==> src/rtl/rgb_pwm_fader_if.sv <==
// Control and LED signal bundle for the RGB PWM fader.
// The master drives the run/target controls; the slave returns the PWM outputs.
interface rgb_pwm_fader_if #(
    parameter int CHANNELS = 3,
    parameter int DUTY_W   = 4
);
    logic                         enable;
    logic                         mode;
    logic [CHANNELS*DUTY_W-1:0]   duty_in;
    logic [CHANNELS-1:0]          led;
    logic                         frame_tick;

    modport master (
        output enable, mode, duty_in,
        input  led, frame_tick
    );

    modport slave (
        input  enable, mode, duty_in,
        output led, frame_tick
    );
endinterface

==> src/rtl/rgb_pwm_fader.sv <==
// Multi-channel LED PWM generator with direct or one-step-per-frame fading.
// Target duties are sampled only at frame boundaries, so a running frame is never glitched.
module rgb_pwm_fader #(
    parameter int CHANNELS = 3,
    parameter int DUTY_W   = 4,
    parameter int PRESCALE = 3125
) (
    input  logic              clock,
    input  logic              reset,
    rgb_pwm_fader_if.slave    bus
);
    localparam int PS_W = (PRESCALE > 1) ? $clog2(PRESCALE) : 1;
    localparam logic [PS_W-1:0]   PS_LAST   = PS_W'(PRESCALE - 1);
    localparam logic [DUTY_W-1:0] STEP_LAST = '1;

    logic [PS_W-1:0]     presc;
    logic [DUTY_W-1:0]   step;
    logic [DUTY_W-1:0]   level [CHANNELS];
    logic [CHANNELS-1:0] led_q;
    logic                tick_q;
    logic                step_tick;
    logic                frame_end;

    // One level step toward the target; the comparison guard keeps it inside 0..max.
    function automatic logic [DUTY_W-1:0] fade_step(input logic [DUTY_W-1:0] cur,
                                                     input logic [DUTY_W-1:0] tgt);
        if (tgt > cur)
            return cur + 1'b1;
        else if (tgt < cur)
            return cur - 1'b1;
        else
            return cur;
    endfunction

    assign step_tick = bus.enable && (presc == PS_LAST);
    assign frame_end = step_tick && (step == STEP_LAST);

    always_ff @(posedge clock or negedge reset) begin
        if (!reset) begin
            presc  <= '0;
            step   <= '0;
            led_q  <= '0;
            tick_q <= 1'b0;
            for (int c = 0; c < CHANNELS; c++)
                level[c] <= '0;
        end else if (!bus.enable) begin
            // Levels are deliberately held so the next enable resumes the same brightness.
            presc  <= '0;
            step   <= '0;
            led_q  <= '0;
            tick_q <= 1'b0;
        end else begin
            presc  <= step_tick ? '0 : presc + 1'b1;
            if (step_tick)
                step <= step + 1'b1;
            tick_q <= frame_end;
            for (int c = 0; c < CHANNELS; c++) begin
                led_q[c] <= (level[c] > step);
                if (frame_end)
                    level[c] <= bus.mode ? fade_step(level[c], bus.duty_in[c*DUTY_W +: DUTY_W])
                                         : bus.duty_in[c*DUTY_W +: DUTY_W];
            end
        end
    end

    assign bus.led        = led_q;
    assign bus.frame_tick = tick_q;
endmodule

==> src/flat_wrapper.sv <==
// flat-port wrapper written by rule: the top's interface ports become plain ports
module rgb_pwm_fader_flat 
#(
    parameter int CHANNELS = 3,
    parameter int DUTY_W   = 4,
    parameter int PRESCALE = 3125
)
  (clock, reset, bus_enable, bus_mode, bus_duty_in, bus_led, bus_frame_tick);
  rgb_pwm_fader_if #(.CHANNELS(CHANNELS), .DUTY_W(DUTY_W)) bus_i ();
  input  logic clock;
  input  logic reset;
  input wire logic [$bits(bus_i.enable)-1:0] bus_enable;
  input wire logic [$bits(bus_i.mode)-1:0] bus_mode;
  input wire logic [$bits(bus_i.duty_in)-1:0] bus_duty_in;
  output wire logic [$bits(bus_i.led)-1:0] bus_led;
  output wire logic [$bits(bus_i.frame_tick)-1:0] bus_frame_tick;
  assign bus_i.enable = bus_enable;
  assign bus_i.mode = bus_mode;
  assign bus_i.duty_in = bus_duty_in;
  assign bus_led = bus_i.led;
  assign bus_frame_tick = bus_i.frame_tick;
  rgb_pwm_fader #(.CHANNELS(CHANNELS), .DUTY_W(DUTY_W), .PRESCALE(PRESCALE)) u_core (.clock(clock), .reset(reset), .bus(bus_i));
endmodule
==> config.mk <==
export PLATFORM = sky130hd
export DESIGN_NAME = rgb_pwm_fader_flat
export DESIGN_NICKNAME = d
export VERILOG_FILES = /design/src/rtl/rgb_pwm_fader_if.sv /design/src/rtl/rgb_pwm_fader.sv /design/src/flat_wrapper.sv
export SDC_FILE = /design/constraint.sdc
export NUM_CORES = 1
export LEC_CHECK = 0
export CAP_MARGIN = 15
export CORE_MARGIN = 2
export CORE_UTILIZATION = 60
export CTS_BUF_LIST = sky130_fd_sc_hd__clkbuf_4 sky130_fd_sc_hd__clkbuf_8
export DETAILED_ROUTE_END_ITERATION = 7
export PLACE_DENSITY = 0.88
export SLEW_MARGIN = 20
export SYNTH_ARGS = -nofsm -noshare
export SYNTH_HDL_FRONTEND = slang
export SYNTH_SLANG_ARGS = --single-unit
==> constraint.sdc <==
create_clock -name clock -period 2.7 [get_ports clock]
set_input_delay 0.81 -clock clock [delete_from_list [all_inputs] [get_ports clock]]
set_output_delay 0.81 -clock clock [all_outputs]
set_load 0.05 [all_outputs]
==> impl_metrics.env, run 1 <==
export IMPL_run_status="finished with violations"
export IMPL_failed_checks="setup timing"
export IMPL_synth_adder_area_share_pct=20.2
export IMPL_number_of_clock_buffers_inserted_by_tritoncts=5
export IMPL_yosys_top_cells_area="sky130_fd_sc_hd__dfrtp_1 (34%), sky130_fd_sc_hd__ha_1 (18%), sky130_fd_sc_hd__xnor2_1 (4.9%)"
export IMPL_std_cell_rows=22
export IMPL_number_of_enable_type_register_cells_in_the_synthesized_netlist=0
export IMPL_critPathArrivalTime_ns=3.01
export IMPL_synth_top_cell_area_share_pct=34.3
export IMPL_design_die_area_um2=4410
export IMPL_net_count_of_the_mapped_netlist=297
export IMPL_ctsHoldBuffers=0
export IMPL_min_delay_path_class="reg2reg"
export IMPL_postRouteAntennaNets=0
export IMPL_grt_start_max_net_pins=33
export IMPL_drc=0
export IMPL_antenna_cells=0
export IMPL_initial_utilization_pct=63.3
export IMPL_synth_top_family_by_area="adder cells"
export IMPL_synth_xor_area_share_pct=7.12
export IMPL_ctsRootBufferMaster="sky130_fd_sc_hd__clkbuf_8"
export IMPL_die_span_in_y_um=66.4
export IMPL_synth_sequential_area_ratio_pct=34.3
export IMPL_max_slew_margin_pct=65.1
export IMPL_timing_critical_path_required_ns=2.86
export IMPL_syn_area_um2=2340
export IMPL_worst_setup_path_start_kind="primary input"
export IMPL_number_of_standard_cells_in_the_layout_taps_in_and_fillers_out=358
export IMPL_cellLeakagePower_nw=1.48
export IMPL_final_setup_skew_ns=0.00314
export IMPL_numPortBuffers=19
export IMPL_grt_use_total_pct=30.3
export IMPL_cts_root_to_sink_buffers=2
export IMPL_vias_per_cell=5.85
export IMPL_setup_violations=2
export IMPL_timing_final_ws_setup_ns=-0.147
export IMPL_dr_first_iter_drc_count=161
export IMPL_maxCapViolations=0
export IMPL_worst_setup_hold_path_clk_slew_ns=0.07
export IMPL_timing_setup_critical_path_class="in2reg"
export IMPL_layout_worst_path_cycle_share_pct=105
export IMPL_antenna_found_initial=0
export IMPL_cell_area_after_layout_um2=3210
export IMPL_routed_wl_um=6750
export IMPL_design_core_area_um2=3690
export IMPL_power_density_nw_per_um2=374
export IMPL_area_growth_synth_to_final_pct=37.5
export IMPL_rsz_0062_raised_after_global_routing="true"
export IMPL_grt_pass1_vias=2175
export IMPL_dp_cells=337
export IMPL_cts_tree="yes"
export IMPL_synth_ff_latch_count=32
export IMPL_timing_final_max_slew_violations=0
export IMPL_post_synth_cell_area_avg_um2=9.53
export IMPL_final_layout_size_suffix_gt1_share_pct=33.2
export IMPL_dp_slack_ns=-0.650
export IMPL_ys_types=33
export IMPL_crit_path_max_fanout=2
export IMPL_critical_path_endpoint_type="flip-flop"
export IMPL_grt_overflow_total=0
export IMPL_io_pins=20
export IMPL_dpl_cell_area_um2=2810
export IMPL_synth_compound_gate_area_share_pct=13.7
export IMPL_global_route_wire_length_before_repair_um=9970
export IMPL_yosysWarnings=0
export IMPL_floorplan_die_width_um=66.4
export IMPL_holdWs_ns=0.507
export IMPL_ys_flop_type="sky130_fd_sc_hd__dfrtp_1"
export IMPL_clock_tree_htree_level_count=2
export IMPL_routedWlPerCell_um=18.9
export IMPL_gpl_final_weighted_congestion=0.842
export IMPL_timing_fmax_mhz=351
export IMPL_final_net_count=361
export IMPL_drt_pass1_iter_count=4
export IMPL_critical_path_max_stage_delay_ns=0.28
export IMPL_clkLatencyLatePin_ns=0.29
export IMPL_synthesis_instances=245
export IMPL_async_set_reset_flop_share_out_of_synthesis_pct=100
export IMPL_post_synth_top_area_cell="sky130_fd_sc_hd__dfrtp_1"
export IMPL_worstMarginPinSlew_ns=0.520
export IMPL_dp_final_hpwl_um=3790
export IMPL_simple_gate_share_of_the_synthesized_area_pct=16.4
export IMPL_muxShareOfSynthArea_pct=3.43
export IMPL_path_delay_family="compound AO/OA/AOI/OAI gates"
export IMPL_period_needed_ns=2.85
export IMPL_cts_sinks=32
export IMPL_vdd_ir_drop_worst_mv=0.209
export IMPL_buffers_and_inverters_on_the_worst_path=3
export IMPL_cp_cell_sequence="clkbuf_2 -> ha_4 -> nor2b_4 -> o211ai_1 -> buf_4 -> a21oi_4 -> inv_2 -> ha_4 -> a21o_1 -> a21oi_2 -> xnor2_2 -> xnor2_1 -> mux2i_1 -> a21oi_2"
export IMPL_worst_path_max_delay_cell="sky130_fd_sc_hd__ha_4"
export IMPL_report_final_hold_viol_count=0
export IMPL_vias=2093
==> cell families (layout without fill, tap and decap cells) <==
logic type,after synthesis,count (layout)
and+or+nand+nor,73,73
AOI/OAI and AO/OA,47,47
adders and majority gates,36,36
DFF,32,32
buffers and inverters,30,95
xor gates and xnor gates,19,19
muxes,8,8
==> path summary, 6_finish.rpt <==
check,from,to,slack [ns],depth (start not counted)
worst max-delay path,bus_duty_in[5],u_core.level[7],-0.15,14
worst min-delay path,u_core.presc[0],u_core.presc[0],0.51,1
worst max register to register,u_core.level[5],u_core.level[7],-0.10,14
worst min register to register,u_core.presc[0],u_core.presc[0],0.51,1
max in group asynchronous,reset,u_core.level[5],1.46,2
min in group asynchronous,reset,u_core.level[6],0.93,2
==> metal layers <==
metal  wire length, um  part of all wire (%)  vias to the layer above  global-route usage, %
li1                  -                     -                      972                      -
met1              2700                    40                     1037                   35.1
met2              3660                    54                       71                   53.8
met3               277                   4.1                       13                   6.30
met4               113                   1.7                        0                   12.8
met5                 0                     0                        -                      0
==> flip-flops by register name, indices dropped and copies added (netlist names) <==
register and flops:
u_core.level 12, u_core.bus.led 3, u_core.presc 12, u_core.step 4, u_core.bus.frame_tick 1
==> synth_stat cells, drive strengths merged (5+ instances only) <==
cell,count
a21oi,21
dfrtp,32
ha,33
inv,27
mux2i,8
nand2,23
nand4,5
nor2,18
nor2b,6
o211ai,8
o21ai,10
xnor2,13
xor2,6
==> power breakdown <==
group	internal, mW	switching, mW	total (mW)	leakage [nW]
logic	0.125	0.120	0.245	1.02
clock network	0.284	0.183	0.466	0.0586
registers	0.485	0.00497	0.490	0.405
==> cells in the final DEF (no fill, tap or decap), types with 4 or more instances in the layout <==
| cell type | instances |
|---|---|
| sky130_fd_sc_hd__buf_4 | 40 |
| sky130_fd_sc_hd__dfrtp_1 | 31 |
| sky130_fd_sc_hd__inv_1 | 23 |
| sky130_fd_sc_hd__nand2_1 | 22 |
| sky130_fd_sc_hd__nor2_1 | 18 |
| sky130_fd_sc_hd__ha_1 | 18 |
| sky130_fd_sc_hd__ha_4 | 13 |
| sky130_fd_sc_hd__a21oi_1 | 12 |
| sky130_fd_sc_hd__xnor2_1 | 11 |
| sky130_fd_sc_hd__o21ai_0 | 9 |
| sky130_fd_sc_hd__o211ai_1 | 8 |
| sky130_fd_sc_hd__a21oi_2 | 8 |
| sky130_fd_sc_hd__mux2i_1 | 8 |
| sky130_fd_sc_hd__clkbuf_2 | 8 |
| sky130_fd_sc_hd__clkdlybuf4s50_1 | 7 |
| sky130_fd_sc_hd__xor2_1 | 6 |
| sky130_fd_sc_hd__nand4_1 | 5 |
| sky130_fd_sc_hd__clkbuf_8 | 5 |
| sky130_fd_sc_hd__inv_2 | 4 |
==> through the flow <==
stage	setup TNS [ns]	power (mW)	util [%]
after floorplan	-0.0127	0.599	-
after global placement	-3.22	0.680	76.1
after detailed placement	-4.43	0.690	76.1
after CTS	0	1.16	84.8
after global routing	-0.603	1.24	87.1
final	-0.206	1.20	87.1
==> repair_timing <==
item | CTS | global route
endpoints found under the setup margin | 8 | 10
pin swaps | 31 | 24
hold endpoints to repair | 0 | 0
resized for setup | 34 | 36
setup buffers | 9 | 4
==> area by class of cell <==
cell class                      instances  area [um2]
Inverter                               27         101
Multi-Input combinational cell        183        1670
Sequential cell                        32         802
Timing Repair Buffer                   60         467
Clock inverter                          2        35.0
Tap cell                               48        60.1
Fill cell                             197         477
Clock buffer                            6        76.3
Note: power is estimated with default switching activity, not from simulation.
==> inputs of run 2 (changes only) <==
RECOVER_POWER = 50   (was unset)
==> run 2 against run 1 <==
Compared with the run above: register-to-register slack about the same; via count unchanged; final cell count unchanged; highest routed layer unchanged; first-iteration DRC count unchanged; the run still ends with setup timing left; global-route usage unchanged; largest cell class unchanged.
==> impl_metrics.env, run 2 (synthesis results as in run 1) <==
export IMPL_finalPower_mw=1.20
export IMPL_cellLeakagePower_nw=1.48
export IMPL_routedWlPerCell_um=18.9
export IMPL_crit_path_max_fanout=2
export IMPL_period_needed_ns=2.85
export IMPL_report_final_hold_viol_count=0
export IMPL_dp_final_hpwl_um=3790
export IMPL_ctsHoldBuffers=0
export IMPL_cts_tree="yes"
export IMPL_maxCapViolations=0
export IMPL_holdWs_ns=0.507
export IMPL_vias_per_cell=5.85
export IMPL_ctsRootBufferMaster="sky130_fd_sc_hd__clkbuf_8"
export IMPL_failed_checks="setup timing"
export IMPL_design_die_area_um2=4410
export IMPL_grt_use_total_pct=30.3
export IMPL_min_delay_path_class="reg2reg"
export IMPL_grt_start_max_net_pins=33
export IMPL_commonest_non_fill_non_tap_cells_in_the_layout="sky130_fd_sc_hd__buf_4 (39), sky130_fd_sc_hd__dfrtp_1 (31), sky130_fd_sc_hd__inv_1 (23), sky130_fd_sc_hd__nand2_1 (22)"
export IMPL_critPathArrivalTime_ns=3.01
export IMPL_final_layout_size_suffix_gt1_share_pct=33.2
export IMPL_number_of_clock_buffers_inserted_by_tritoncts=5
export IMPL_final_net_count=361
export IMPL_max_slew_margin_pct=47.5
export IMPL_io_pins=20
export IMPL_grt_pass1_vias=2175
export IMPL_numPortBuffers=19
export IMPL_antenna_cells=0
export IMPL_timing_setup_critical_path_class="in2reg"
export IMPL_power_density_nw_per_um2=374
export IMPL_routed_wl_um=6750
export IMPL_floorplan_die_width_um=66.4
export IMPL_design_core_area_um2=3690
export IMPL_vdd_ir_drop_worst_mv=0.209
export IMPL_largest_regs="u_core.level: 12 flops, u_core.presc: 12 flops, u_core.step: 4 flops"
export IMPL_std_cell_rows=22
export IMPL_worst_setup_path_start_kind="primary input"
export IMPL_gpl_final_weighted_congestion=0.842
export IMPL_grt_overflow_total=0
export IMPL_most_frequent_standard_cell_in_the_layout_excluding_fill_and_tap_cells="sky130_fd_sc_hd__buf_4"
export IMPL_timing_fmax_mhz=351
export IMPL_timing_critical_path_required_ns=2.86
export IMPL_clock_tree_htree_level_count=2
export IMPL_drc=0
export IMPL_setup_violations=2
export IMPL_run_status="finished with violations"
export IMPL_rsz_0062_raised_after_global_routing="true"
export IMPL_antenna_found_initial=0
export IMPL_worst_setup_hold_path_clk_slew_ns=0.07
export IMPL_clkLatencyLatePin_ns=0.29
export IMPL_layout_worst_path_cycle_share_pct=105
export IMPL_global_route_wire_length_before_repair_um=9970
export IMPL_area_growth_synth_to_final_pct=37.4
export IMPL_cts_root_to_sink_buffers=2
export IMPL_initial_utilization_pct=63.3
export IMPL_worstMarginPinSlew_ns=0.787
export IMPL_critical_path_endpoint_type="flip-flop"
export IMPL_drt_pass1_iter_count=4
export IMPL_nFillCells=198
export IMPL_vias=2093
export IMPL_die_span_in_y_um=66.4
export IMPL_regToRegSetupSlack_ns=-0.10
export IMPL_dr_first_iter_drc_count=161
export IMPL_final_setup_skew_ns=0.00314
export IMPL_postRouteAntennaNets=0
export IMPL_cts_sinks=32
export IMPL_timing_final_ws_setup_ns=-0.147
export IMPL_timing_final_max_slew_violations=0
[run 2: cell types whose count changed in the layout (fill, tap and decap cells not counted)]
| cell | change |
|---|---|
| sky130_fd_sc_hd__buf_4 | -1 |
| sky130_fd_sc_hd__clkbuf_2 | +1 |
| sky130_fd_sc_hd__dlygate4sd3_1 | +1 |
| sky130_fd_sc_hd__clkdlybuf4s50_1 | -1 |
[run 2: final timing paths]
| kind | startpoint | end | depth (start not counted) |
|---|---|---|---|
| max | bus_duty_in[5] | u_core.level[7] | 14 |
| max in group asynchronous | reset | u_core.level[5] | 2 |
| min in group asynchronous | reset | u_core.level[6] | 2 |
| min reg2reg | u_core.presc[0] | u_core.presc[0] | 1 |
| max reg2reg | u_core.level[5] | u_core.level[7] | 14 |
| min | u_core.presc[0] | u_core.presc[0] | 1 |
[run 2: metrics by stage]
stage	util, %	instance area, um2	setup TNS (ns)	std cells	worst slack (ns)
after CTS	84.8	3130	0	354	0.00190
after floorplan	-	2360	-0.0127	245	-0.0127
after global routing	87.0	3210	-0.603	358	-0.218
after global placement	76.1	2810	-3.22	337	-0.500
final	87.0	3210	-0.206	358	-0.147
after detailed placement	76.1	2810	-4.43	337	-0.650
[run 2: critical path, cell delays in order]
cell	delay, ns
sky130_fd_sc_hd__clkbuf_2	0.11
sky130_fd_sc_hd__ha_4	0.28
sky130_fd_sc_hd__nor2b_4	0.16
sky130_fd_sc_hd__o211ai_1	0.11
sky130_fd_sc_hd__buf_4	0.16
sky130_fd_sc_hd__a21oi_4	0.17
sky130_fd_sc_hd__inv_2	0.08
sky130_fd_sc_hd__ha_4	0.21
sky130_fd_sc_hd__a21o_1	0.17
sky130_fd_sc_hd__a21oi_2	0.19
sky130_fd_sc_hd__xnor2_2	0.14
sky130_fd_sc_hd__xnor2_1	0.10
sky130_fd_sc_hd__mux2i_1	0.23
sky130_fd_sc_hd__a21oi_2	0.09
[run 2: power by group]
| part | internal (mW) | total (mW) | switching, mW | leakage [nW] |
|---|---|---|---|---|
| registers | 0.485 | 0.490 | 0.00497 | 0.405 |
| logic | 0.124 | 0.244 | 0.120 | 1.02 |
| clock network | 0.284 | 0.466 | 0.183 | 0.0586 |
| total | 0.893 | 1.20 | 0.307 | 1.48 |
[run 2: layout make-up]
| cell class | instances | area (um2) | area share [%] |
|---|---|---|---|
| clock buffer | 6 | 76.3 | 2.38 |
| clock inverter | 2 | 35.0 | 1.09 |
| inverter | 27 | 101 | 3.16 |
| multi-input combinational | 183 | 1670 | 52.0 |
| sequential | 32 | 802 | 25.0 |
| tap | 48 | 60.1 | 1.87 |
| timing repair buffer | 60 | 464 | 14.5 |
[run 2: per-layer routing]
layer	wire length, um	GRT usage, %	up-vias
li1	-	-	972
met1	2700	35.1	1037
met2	3660	53.8	71
met3	277	6.30	13
met4	113	12.8	0
met5	0	0	-
[run 2: repair_timing]
action | in CTS | in global routing
gates resized for setup | 34 | 36
pin swaps | 31 | 24
setup endpoints to repair | 8 | 10
setup buffers | 9 | 4
==> inputs of run 3 (changes only) <==
RECOVER_POWER = unset   (was 50)
SETUP_SLACK_MARGIN = 0.02   (was unset)
==> run 3 against run 2 <==
Compared with the run above: total power fell by 7.4%; count of clock-buffer cells in the layout unchanged; first-iteration DRC count up 13%; maximum frequency grew 6.5%; non-clock buffer count rose by 14; sequential power about the same; wire length rose by 8.0%; largest cell class unchanged; clock skew rose by 0.0014 ns; register-to-register slack better by 0.26 ns; the flow now finishes without violations; die area did not move; critical path depth unchanged.
==> impl_metrics.env, run 3 (synthesis results as in run 1) <==
export IMPL_final_layout_size_suffix_gt1_share_pct=37.2
export IMPL_drc=0
export IMPL_nFillCells=142
export IMPL_cellLeakagePower_nw=1.55
export IMPL_io_pins=20
export IMPL_run_status="finished clean"
export IMPL_rsz_0062_raised_after_global_routing="true"
export IMPL_commonest_non_fill_non_tap_cells_in_the_layout="sky130_fd_sc_hd__buf_4 (54), sky130_fd_sc_hd__dfrtp_1 (32), sky130_fd_sc_hd__inv_1 (23), sky130_fd_sc_hd__nand2_1 (21)"
export IMPL_min_delay_path_class="reg2reg"
export IMPL_cell_area_after_layout_um2=3320
export IMPL_antenna_found_initial=0
export IMPL_regToRegSetupSlack_ns=0.16
export IMPL_vias=2197
export IMPL_grt_use_total_pct=33.6
export IMPL_rr_startpoint="u_core.level[9]"
export IMPL_comb_power_share_pct=23.7
export IMPL_vias_per_cell=5.92
export IMPL_routed_wl_um=7290
export IMPL_final_net_count=375
export IMPL_postRouteAntennaNets=0
export IMPL_routedWlPerCell_um=19.6
export IMPL_cp_cell_sequence="buf_6 -> ha_4 -> nor2b_4 -> o211ai_1 -> buf_4 -> a21oi_4 -> inv_2 -> ha_4 -> a21o_1 -> a21oi_2 -> xnor2_1 -> xnor2_1 -> mux2i_1 -> a21oi_1"
export IMPL_whs_path_depth=1
export IMPL_timing_setup_critical_path_class="in2reg"
export IMPL_min_from="u_core.presc[0]"
export IMPL_number_of_standard_cells_in_the_layout_taps_in_and_fillers_out=371
export IMPL_antenna_cells=0
export IMPL_maxCapViolations=0
export IMPL_grt_start_max_net_pins=33
export IMPL_worstRegToRegCells=14
export IMPL_timing_final_max_slew_violations=0
export IMPL_power_switching_share_pct=27.3
export IMPL_worstMarginPinSlew_ns=0.553
export IMPL_worst_setup_hold_path_clk_slew_ns=0.06
export IMPL_crit_path_max_fanout=3
export IMPL_floorplan_die_width_um=66.4
export IMPL_ctsRootBufferMaster="sky130_fd_sc_hd__clkbuf_8"
export IMPL_switching_power_of_the_nets_uw=303
export IMPL_design_core_area_um2=3690
export IMPL_critical_path_max_stage_delay_ns=0.25
export IMPL_cts_tree="yes"
export IMPL_grt_pass1_vias=2254
export IMPL_path_delay_family="compound AO/OA/AOI/OAI gates"
export IMPL_cellInternalPower_uw=809
export IMPL_worst_path_max_delay_cell="sky130_fd_sc_hd__ha_4"
export IMPL_std_cell_rows=22
export IMPL_numPortBuffers=19
export IMPL_dp_final_hpwl_um=3780
export IMPL_report_final_hold_viol_count=0
export IMPL_global_route_wire_length_before_repair_um=10700
export IMPL_final_setup_skew_ns=0.00459
export IMPL_share_clk_of_total_power_pct=32.2
export IMPL_worstHoldEndpoint="u_core.presc[0]"
export IMPL_area_growth_synth_to_final_pct=42.0
export IMPL_largest_regs="u_core.level: 12 flops, u_core.presc: 12 flops, u_core.step: 4 flops"
export IMPL_initial_utilization_pct=63.3
export IMPL_cts_root_to_sink_buffers=2
export IMPL_dp_slack_ns=-0.573
export IMPL_timing_final_ws_setup_ns=0.0264
export IMPL_timing_critical_path_required_ns=2.86
export IMPL_buffers_and_inverters_on_the_worst_path=3
export IMPL_power_density_nw_per_um2=335
export IMPL_gpl_final_weighted_congestion=0.835
export IMPL_final_setup_tns_ns=0
export IMPL_dpl_cell_area_um2=2790
export IMPL_critPathArrivalTime_ns=2.84
export IMPL_vdd_ir_drop_worst_mv=0.237
export IMPL_most_frequent_standard_cell_in_the_layout_excluding_fill_and_tap_cells="sky130_fd_sc_hd__buf_4"
export IMPL_layout_worst_path_cycle_share_pct=99.0
export IMPL_grt_overflow_total=0
export IMPL_number_of_clock_buffers_inserted_by_tritoncts=5
export IMPL_critical_path_endpoint_type="flip-flop"
export IMPL_design_die_area_um2=4410
export IMPL_finalCoreUtilization_pct=90.0
export IMPL_dp_cells=335
export IMPL_seq_power_share_pct=44.1
export IMPL_die_span_in_y_um=66.4
export IMPL_clock_tree_htree_level_count=2
export IMPL_r2r_end="u_core.level[11]"
export IMPL_cts_sinks=32
export IMPL_dr_first_iter_drc_count=182
export IMPL_holdWs_ns=0.489
export IMPL_worst_setup_path_start_kind="primary input"
export IMPL_clkLatencyLatePin_ns=0.29
export IMPL_period_needed_ns=2.67
export IMPL_finalPower_mw=1.11
export IMPL_timing_fmax_mhz=374
export IMPL_max_slew_margin_pct=62.9
export IMPL_drt_pass1_iter_count=4
export IMPL_setup_violations=0
export IMPL_worst_setup_path_startpoint="bus_duty_in[1]"
run 3: cell count changes in the layout (fill, tap and decap cells not counted), moves of 2 or more:
cell                       change
sky130_fd_sc_hd__buf_4        +15
sky130_fd_sc_hd__o21ai_0       -3
sky130_fd_sc_hd__o21ai_1       +3
sky130_fd_sc_hd__buf_6         +2
sky130_fd_sc_hd__clkbuf_2      -2
sky130_fd_sc_hd__fa_1          -2
sky130_fd_sc_hd__fa_2          +2
run 3: power by group through the flow:
stage / clock (mW) / combinational [mW] / sequential, mW
finish: 0.359 / 0.264 / 0.490
global route: 0.373 / 0.283 / 0.490
CTS: 0.356 / 0.228 / 0.490
detailed placement: 0 / 0.189 / 0.499
global placement: 0 / 0.180 / 0.498
floorplan: 0 / 0.0938 / 0.506
run 3: per-layer routing:
layer | share of wire [%] | vias to the layer above | track usage [%]
li1 | - | 996 | -
met1 | 36 | 1058 | 35.3
met2 | 54 | 108 | 63.2
met3 | 5.1 | 35 | 5.45
met4 | 4.9 | 0 | 17.1
met5 | 0 | - | 0
run 3: worst reg2reg max path, delay by kind of cell, from the launching register on:
| kind | cells | cell delay (ns) |
|---|---|---|
| xor+xnor | 2 | 0.22 |
| buf+inv | 3 | 0.36 |
| simple gates | 1 | 0.12 |
| fa+ha+maj | 2 | 0.50 |
| mux | 1 | 0.16 |
| flops | 1 | 0.37 |
| compound gates | 5 | 0.67 |
run 3: final cells by class:
| cell class | count | area [um2] | area share [%] |
|---|---|---|---|
| Clock inverter | 1 | 5.00 | 0.151 |
| Clock buffer | 6 | 76.3 | 2.30 |
| Timing Repair Buffer | 74 | 579 | 17.5 |
| Tap cell | 48 | 60.1 | 1.81 |
| Multi-Input combinational cell | 183 | 1700 | 51.1 |
| Sequential cell | 32 | 801 | 24.1 |
| Inverter | 27 | 101 | 3.05 |
run 3: how the worst max path moves through the flow:
stage,cells after the start,end,slack (ns)
after floorplan,12,u_core.level[7],0.02
after global placement,13,u_core.level[3],-0.48
after detailed placement,13,u_core.level[7],-0.57
after CTS,13,u_core.level[3],0.04
after global routing,14,u_core.level[11],-0.07
final,14,u_core.level[11],0.03
run 3: repair_timing:
item,4_1_cts,5_1_grt
endpoints found under the setup margin,9,12
gates resized for setup,31,51
hold buffers,0,0
setup buffers,28,3
pin swaps,35,35
